===== src/rtl/axi4_r_sender.sv =====
// axi4_r_sender
//   R-channel stage of the RAB read path. Forwards slave read data (m_axi4_r*)
//   to the master (s_axi4_r*) with zero latency, and for every AR burst dropped
//   by the AR stage injects a SLVERR burst of drop_len+1 beats carrying drop_id.
//   Injection only starts between forwarded bursts.
//
// Ports
//   axi4_aclk, axi4_arst        clock, asynchronous active-high reset
//   drop_push/drop_id/drop_len  dropped-AR record from the AR stage
//   drop_full                   pending-drop FIFO full (registered)
//   s_axi4_r*                   R channel toward the master
//   m_axi4_r*                   R channel from the slave
//   drop_cnt                    completed injected bursts, saturating
//                               (only with AXI4_R_SENDER_DROP_CNT_EN defined)
//
// Build option
//   AXI4_R_SENDER_DROP_CNT_EN   adds drop_cnt output and its counter
//
// state | meaning
// IDLE  | between bursts; pass through or start an injected burst
// FWD   | inside a forwarded burst; pass through until rlast handshake
// ERR   | driving SLVERR beats for the FIFO head entry
module axi4_r_sender #(
  parameter int C_AXI_ID_WIDTH    = 4,
  parameter int C_AXI_DATA_WIDTH  = 64,
  parameter int C_AXI_USER_WIDTH  = 4,
  parameter int C_DROP_FIFO_DEPTH = 4
) (
  input  logic                        axi4_aclk,
  input  logic                        axi4_arst,
  input  logic                        drop_push,
  input  logic [C_AXI_ID_WIDTH-1:0]   drop_id,
  input  logic [7:0]                  drop_len,
  output logic                        drop_full,
  output logic [C_AXI_ID_WIDTH-1:0]   s_axi4_rid,
  output logic [C_AXI_DATA_WIDTH-1:0] s_axi4_rdata,
  output logic [1:0]                  s_axi4_rresp,
  output logic                        s_axi4_rlast,
  output logic [C_AXI_USER_WIDTH-1:0] s_axi4_ruser,
  output logic                        s_axi4_rvalid,
  input  logic                        s_axi4_rready,
  input  logic [C_AXI_ID_WIDTH-1:0]   m_axi4_rid,
  input  logic [C_AXI_DATA_WIDTH-1:0] m_axi4_rdata,
  input  logic [1:0]                  m_axi4_rresp,
  input  logic                        m_axi4_rlast,
  input  logic [C_AXI_USER_WIDTH-1:0] m_axi4_ruser,
  input  logic                        m_axi4_rvalid,
  output logic                        m_axi4_rready
`ifdef AXI4_R_SENDER_DROP_CNT_EN
  ,
  output logic [15:0]                 drop_cnt
`endif
);

  localparam int PW = $clog2(C_DROP_FIFO_DEPTH);
  localparam int CW = PW + 1;
  localparam logic [CW-1:0] FULL_CNT = CW'(C_DROP_FIFO_DEPTH);

  typedef enum logic [1:0] {
    ST_IDLE = 2'd0,
    ST_FWD  = 2'd1,
    ST_ERR  = 2'd2
  } state_t;

  state_t state_q, state_d;

  logic [C_AXI_ID_WIDTH-1:0] fifo_id  [C_DROP_FIFO_DEPTH];
  logic [7:0]                fifo_len [C_DROP_FIFO_DEPTH];
  logic [PW-1:0]             wr_ptr_q, rd_ptr_q;
  logic [CW-1:0]             fifo_cnt_q, fifo_cnt_d;
  logic                      full_q;
  logic                      fifo_empty;
  logic [7:0]                beat_cnt_q;
  logic                      err_done_q;
  logic                      pass_en;
  logic                      fwd_hs;
  logic                      push;
  logic                      pop;

  assign fifo_empty = (fifo_cnt_q == '0);
  assign drop_full  = full_q;

  // A pop frees a slot in the same cycle, so a push while full is still
  // accepted when the head burst completes.
  assign pop  = (state_q == ST_ERR) && s_axi4_rready && (beat_cnt_q == 8'd0);
  assign push = drop_push && (!full_q || pop);

  // err_done lets one waiting downstream burst through before the next injection.
  assign pass_en = (state_q == ST_FWD) ||
                   ((state_q == ST_IDLE) && ((err_done_q && m_axi4_rvalid) || fifo_empty));
  assign fwd_hs  = pass_en && m_axi4_rvalid && s_axi4_rready;

  always_comb begin
    fifo_cnt_d = fifo_cnt_q;
    case ({push, pop})
      2'b10:   fifo_cnt_d = fifo_cnt_q + CW'(1);
      2'b01:   fifo_cnt_d = fifo_cnt_q - CW'(1);
      default: fifo_cnt_d = fifo_cnt_q;
    endcase
  end

  always_ff @(posedge axi4_aclk or posedge axi4_arst) begin
    if (axi4_arst) begin
      wr_ptr_q   <= '0;
      rd_ptr_q   <= '0;
      fifo_cnt_q <= '0;
      full_q     <= 1'b0;
    end else begin
      if (push) wr_ptr_q <= wr_ptr_q + PW'(1);
      if (pop)  rd_ptr_q <= rd_ptr_q + PW'(1);
      fifo_cnt_q <= fifo_cnt_d;
      full_q     <= (fifo_cnt_d == FULL_CNT);
    end
  end

  always_ff @(posedge axi4_aclk) begin
    if (push) begin
      fifo_id[wr_ptr_q]  <= drop_id;
      fifo_len[wr_ptr_q] <= drop_len;
    end
  end

  // State register
  always_ff @(posedge axi4_aclk or posedge axi4_arst) begin
    if (axi4_arst) state_q <= ST_IDLE;
    else           state_q <= state_d;
  end

  // Next-state logic
  always_comb begin
    state_d = state_q;
    case (state_q)
      ST_IDLE: begin
        if (!pass_en)    state_d = ST_ERR;
        else if (fwd_hs) state_d = m_axi4_rlast ? ST_IDLE : ST_FWD;
      end
      ST_FWD:  if (fwd_hs && m_axi4_rlast) state_d = ST_IDLE;
      ST_ERR:  if (pop) state_d = ST_IDLE;
      default: state_d = ST_IDLE;
    endcase
  end

  // Output logic
  always_comb begin
    s_axi4_rid    = '0;
    s_axi4_rdata  = '0;
    s_axi4_rresp  = 2'b00;
    s_axi4_rlast  = 1'b0;
    s_axi4_ruser  = '0;
    s_axi4_rvalid = 1'b0;
    m_axi4_rready = 1'b0;
    if (pass_en) begin
      s_axi4_rid    = m_axi4_rid;
      s_axi4_rdata  = m_axi4_rdata;
      s_axi4_rresp  = m_axi4_rresp;
      s_axi4_rlast  = m_axi4_rlast;
      s_axi4_ruser  = m_axi4_ruser;
      s_axi4_rvalid = m_axi4_rvalid;
      m_axi4_rready = s_axi4_rready;
    end else if (state_q == ST_ERR) begin
      s_axi4_rid    = fifo_id[rd_ptr_q];
      s_axi4_rresp  = 2'b10;
      s_axi4_rlast  = (beat_cnt_q == 8'd0);
      s_axi4_rvalid = 1'b1;
    end
    if (axi4_arst) begin
      s_axi4_rvalid = 1'b0;
      m_axi4_rready = 1'b0;
    end
  end

  always_ff @(posedge axi4_aclk or posedge axi4_arst) begin
    if (axi4_arst) begin
      beat_cnt_q <= 8'd0;
      err_done_q <= 1'b0;
    end else begin
      if ((state_q == ST_IDLE) && (state_d == ST_ERR))
        beat_cnt_q <= fifo_len[rd_ptr_q];
      else if ((state_q == ST_ERR) && s_axi4_rready && (beat_cnt_q != 8'd0))
        beat_cnt_q <= beat_cnt_q - 8'd1;
      if (pop)         err_done_q <= 1'b1;
      else if (fwd_hs) err_done_q <= 1'b0;
    end
  end

`ifdef AXI4_R_SENDER_DROP_CNT_EN
  always_ff @(posedge axi4_aclk or posedge axi4_arst) begin
    if (axi4_arst)                         drop_cnt <= 16'd0;
    else if (pop && (drop_cnt != 16'hFFFF)) drop_cnt <= drop_cnt + 16'd1;
  end
`endif

endmodule

===== config.mk =====
export PLATFORM = sky130hd
export DESIGN_NAME = axi4_r_sender
export DESIGN_NICKNAME = d
export VERILOG_FILES = /design/src/rtl/axi4_r_sender.sv
export SDC_FILE = /design/constraint.sdc
export NUM_CORES = 1
export LEC_CHECK = 0
export BUFFER_PORTS_ARGS = -buffer_cell sky130_fd_sc_hd__buf_2
export CAP_MARGIN = 40
export CORE_ASPECT_RATIO = 0.7
export CORE_MARGIN = 4
export CORE_UTILIZATION = 50
export DETAILED_ROUTE_END_ITERATION = 12
export PLACE_DENSITY = 0.88
export SETUP_SLACK_MARGIN = 0.5
export SLEW_MARGIN = 20
export SYNTH_ARGS = -nofsm -noshare
export SYNTH_HDL_FRONTEND = slang
export SYNTH_SLANG_ARGS = --single-unit

===== constraint.sdc =====
create_clock -name axi4_aclk -period 7.33 [get_ports axi4_aclk]
set_clock_uncertainty 0.05 [all_clocks]
set_input_delay 1.466 -clock axi4_aclk [delete_from_list [all_inputs] [get_ports axi4_aclk]]
set_output_delay 1.466 -clock axi4_aclk [all_outputs]
set_load 0.005 [all_outputs]

==> results.md <==
Placement:
- The post-place instance area is 0.00434 sq mm.
- The HPWL reported at the end of detailed placement is 7.45 mm.
- The cell total after placement is a little over 500.
- The count of buffers from port buffering is about 170.
- The worst slack at placement is between 2000 and 3000 ps.
- The final RePlAce weighted congestion is 0.847.

Pwr:
- The power share of the combinational group is 32.2%.
- The portion of total power attributed to the clock network is between 20% and 30%.
- The analysis attributes to net switching a power of 0.422 mW.
- Internal power comes to 0.830 mW.
- The analysis attributes to cell leakage a power of 2.12 nW.
- Per report_power, the sequential group accounts for between 40% and 50% of the total.
- Power spread over the standard cell area amounts to ~280 mW/mm^2.
- The worst-case IR drop observed on VDD is ~0.18 mV.
- Net switching is approximately 34% of the power.

Critical path:
- The data required time at the worst endpoint is between 5000 and 6000 ps.
- The peak fanout along the critical path is 75.
- The worst setup path is launched from a primary input.
- The critical path is of the primary input to output pin type.
- The arrival time reported for the critical path endpoint is between 2000 and 3000 ps.
- The type of element capturing the critical path is an output pin.
- Measured in cells, the most critical reg-to-reg path has a length of 13.

STA:
- The count of endpoints failing hold in the final timing report is 0.
- The post-layout minimum cycle time is about 4400 ps.
- For this run, the top clock speed supported by timing is roughly 0.23 GHz.
- The setup TNS is 0 ps.
- Setup repair after global routing left no endpoint under its margin.
- The number of slew-limit violations in the final report came to 0.
- The measured slew at the worst slew-check pin is 635 ps.
- The worst path meets setup with 2960 ps of slack.
- Measured against its own limit, the worst slew margin works out to a little under three fifths.
- The ratio of final minimum period to clock period is ~60%.
- Setup violations remaining at the end of the flow were counted as 0.

Cells and area:
- The final instance area is 0.00453 sq mm.
- The combined area of the multi-input logic cells is 0.00140 sq mm.
- The area taken by flip-flops and latches is 0.00192 sq mm.
- Once layout is complete, the cells apart from fillers number around 530.
- For this run, the post-layout net count is 531.
- For this run, the share of the core covered by cells in the final layout is between 70% and 80%.
- The area growth from synthesis to layout is 32.7%.
- The number of antenna diodes in the final layout is 0.
- In the final layout, the share of cells above drive strength 1 is 48.2%.
- The filler cells instantiated in the layout total around 460.

CTS:
- TritonCTS created 9 clock buffers.
- The clock insertion delay at the later pin of the skew report is approximately 340 ps.
- The TritonCTS clock tree is done.
- The number of buffers inserted to repair setup after CTS is 0.
- The hold buffer count at cts is 0.
- The clock-pin slew on the worst setup and hold paths is 70 ps.
- The H-tree depth is 3.
- The clock passes through at most 2 buffers.
- The post-cts repair resize count is 0.
- CTS placed an instance of sky130_fd_sc_hd__clkbuf_8 at the clock tree root.
- Clock tree synthesis found a total of 67 sinks.

Logic synthesis:
- The simple logic cell fraction of the synthesized area is between 20% and 30%.
- For this run, asynchronously set or reset flops after synthesis account for around 28%.
- The count of state elements after synthesis is 67.
- The synthesized netlist devotes 5.97% of its cell area to compound gates.
- After synthesis, the netlist uses 49 different library cells.
- For this run, the number of Yosys warnings is 0.
- The count of mapped cells out of synthesis is 260.
- The fraction of synthesized cell area in xor and xnor cells is under 10%.
- In this run, synthesis inferred between 40 and 50 flip-flops with an integrated enable.
- Averaged over all synthesized cells, the footprint is 13.1 sq um.
- The synthesized netlist devotes about 3.2% of its cell area to adder and majority cells.
- In this run the cell area of the synthesized design comes to roughly 0.0034 sq mm.
- The primary flip-flop cell chosen by synthesis mapping is sky130_fd_sc_hd__edfxtp_1.
- By area, the combinational part of the netlist is dominated by simple AND/OR/NAND/NOR gates.
- The multiplexer fraction of the synthesized cell area is under 10%.
- The number of nets produced by synthesis is 360.
- Summing the sequential cell areas from Yosys gives around 56% of the chip area.

Global routing:
- The number of antenna violations at the first check in global routing is 1.
- The pin count of the biggest net entering global routing is 76.
- The global-route wire length before repair is between 10 and 15 mm.
- The via count of the first global-routing pass is ~2,800.
- Across every metal layer, demand over resource in global routing totals a little under a quarter.
- After global routing the overflow that remains totals 0.

Floorplanning:
- The die covers around 0.0082 sq mm.
- In this run the count of I/O pins placed on the die edge is 170.
- The die is between 70 and 80 microns tall.
- Once the floorplan was initialized, standard cells occupied between 50% and 60% of the core.
- The region available for standard cell placement spans about 0.0064 sq mm.
- The die span in x is 107 microns.
- The site row count is 24.

Detailed routing:
- For this block, the via count after detailed routing is approximately 2,700.
- The total wire length is 9.54 mm.
- The remaining design rule violation count is 0.
- In this run, the number of DRC markers left after iteration 0 of detailed routing was ~230.
- The detail route stage leaves a number of antenna-violating nets equal to 0.
- The number of detailed-route iterations in the first pass is 4.
- Dividing the detail-routed wire length by the instance count gives between 15 and 20 microns.
- The mean number of vias per cell is a little over 5.

Job:
- The count of maximum capacitance violations is 0.

Status:
- The run finished with clean final reports.

Hold path:
- The class of the most critical hold timing path is register to register.
- Along the worst hold path, the cell count comes to 1.
-- cell type report --
type / count / area share (%)
Clock buffer: 10 / 2.82
Clock inverter: 6 / 1.08
Inverter: 12 / 0.994
Multi-Input combinational cell: 169 / 31.0
Sequential cell: 67 / 42.3
Tap cell: 91 / 2.51
Timing Repair Buffer: 172 / 19.3
-- layer usage --
| layer | up-vias | wire (microns) | GRT usage (%) |
|---|---|---|---|
| met1 | 1284 | 3770 | 28.7 |
| met5 | - | 7 | 0 |
| met4 | 2 | 161 | 7.66 |
| met2 | 127 | 4740 | 40.1 |
| met3 | 21 | 862 | 8.14 |
| li1 | 1265 | - | - |
-- logic make-up after synthesis --
kind of cell	Yosys count
DFF	67
muxes	15
and+or+nand+nor	107
buffers and inverters	24
AOI/OAI and AO/OA	28
xor gates and xnor gates	11
adders and majority gates	8
-- worst paths after layout --
path / slack, ps / start / endpoint
setup / recovery: 2960 / m_axi4_rvalid / s_axi4_rresp[1]
hold reg to reg: 460 / fifo_cnt_q[2] / fifo_cnt_q[2]
max in group asynchronous: 5970 / axi4_arst / drop_full
min in group asynchronous: 1110 / axi4_arst / state_q[0]
setup reg to reg: 4370 / beat_cnt_q[0] / drop_full
hold / removal: 460 / fifo_cnt_q[2] / fifo_cnt_q[2]
-- power groups by stage --
stage | sequential (mW) | combinational (mW) | clock, mW
finish | 0.579 | 0.403 | 0.270
global route | 0.589 | 0.453 | 0.297
CTS | 0.579 | 0.408 | 0.276
detailed placement | 0.586 | 0.405 | 0
global placement | 0.578 | 0.389 | 0
floorplan | 0.566 | 0.275 | 0
-- state kept, by name, indices dropped and copies added, names as in the netlist --
signal and count:
drop_full 1, fifo_len 32, rd_ptr_q 2, fifo_id 16, state_q 2, fifo_cnt_q 3
wr_ptr_q 2, beat_cnt_q 8, err_done_q 1
-- cells in the mapped netlist (2+ instances only) --
library cell | number | area share [%]
sky130_fd_sc_hd__dfrtp_1 | 19 | 14
sky130_fd_sc_hd__ha_1 | 7 | 2.6
sky130_fd_sc_hd__clkbuf_1 | 6 | 0.66
sky130_fd_sc_hd__mux4_2 | 12 | 7.9
sky130_fd_sc_hd__xnor2_1 | 7 | 1.8
sky130_fd_sc_hd__a21oi_1 | 10 | 1.5
sky130_fd_sc_hd__and3_1 | 2 | 0.37
sky130_fd_sc_hd__inv_1 | 11 | 1.2
sky130_fd_sc_hd__a31oi_1 | 2 | 0.37
sky130_fd_sc_hd__and2_1 | 74 | 14
sky130_fd_sc_hd__nor2_1 | 10 | 1.1
sky130_fd_sc_hd__buf_2 | 3 | 0.44
sky130_fd_sc_hd__xor2_1 | 4 | 1.0
sky130_fd_sc_hd__buf_4 | 2 | 0.44
sky130_fd_sc_hd__edfxtp_1 | 48 | 42
sky130_fd_sc_hd__nand2_1 | 6 | 0.66
sky130_fd_sc_hd__a22o_1 | 4 | 1.0
sky130_fd_sc_hd__o21ai_0 | 2 | 0.29
-- per-stage QoR --
step	power [mW]	hold WS [ps]
3_3_place_gp	0.967	414
5_1_grt	1.34	475
3_5_place_dp	0.990	441
4_1_cts	1.26	455
2_1_floorplan	0.842	396
6_report	1.25	456
-- critical path, stage by stage --
cell and delay, ps:
sky130_fd_sc_hd__buf_2 120, sky130_fd_sc_hd__a21oi_1 120, sky130_fd_sc_hd__a21oi_4 270, sky130_fd_sc_hd__buf_4 490
sky130_fd_sc_hd__nand2_1 170, sky130_fd_sc_hd__nand2_1 90, sky130_fd_sc_hd__buf_2 120
-- placed cells by master, fill, tap and decap left out, types with 2 or more instances in the layout --
cell / count
sky130_fd_sc_hd__buf_2: 169
sky130_fd_sc_hd__and2_1: 74
sky130_fd_sc_hd__edfxtp_1: 48
sky130_fd_sc_hd__dfrtp_1: 19
sky130_fd_sc_hd__mux4_2: 12
sky130_fd_sc_hd__inv_1: 11
sky130_fd_sc_hd__a21oi_1: 10
sky130_fd_sc_hd__nor2_1: 10
sky130_fd_sc_hd__clkbuf_8: 9
sky130_fd_sc_hd__xnor2_1: 7
sky130_fd_sc_hd__ha_1: 7
sky130_fd_sc_hd__nand2_1: 6
sky130_fd_sc_hd__a22o_1: 4
sky130_fd_sc_hd__xor2_1: 4
sky130_fd_sc_hd__clkinvlp_4: 3
sky130_fd_sc_hd__and3_1: 2
sky130_fd_sc_hd__a31oi_1: 2
sky130_fd_sc_hd__o21ai_0: 2
sky130_fd_sc_hd__inv_6: 2
sky130_fd_sc_hd__buf_4: 2
No activity file was read; power rests on OpenSTA's default activity.
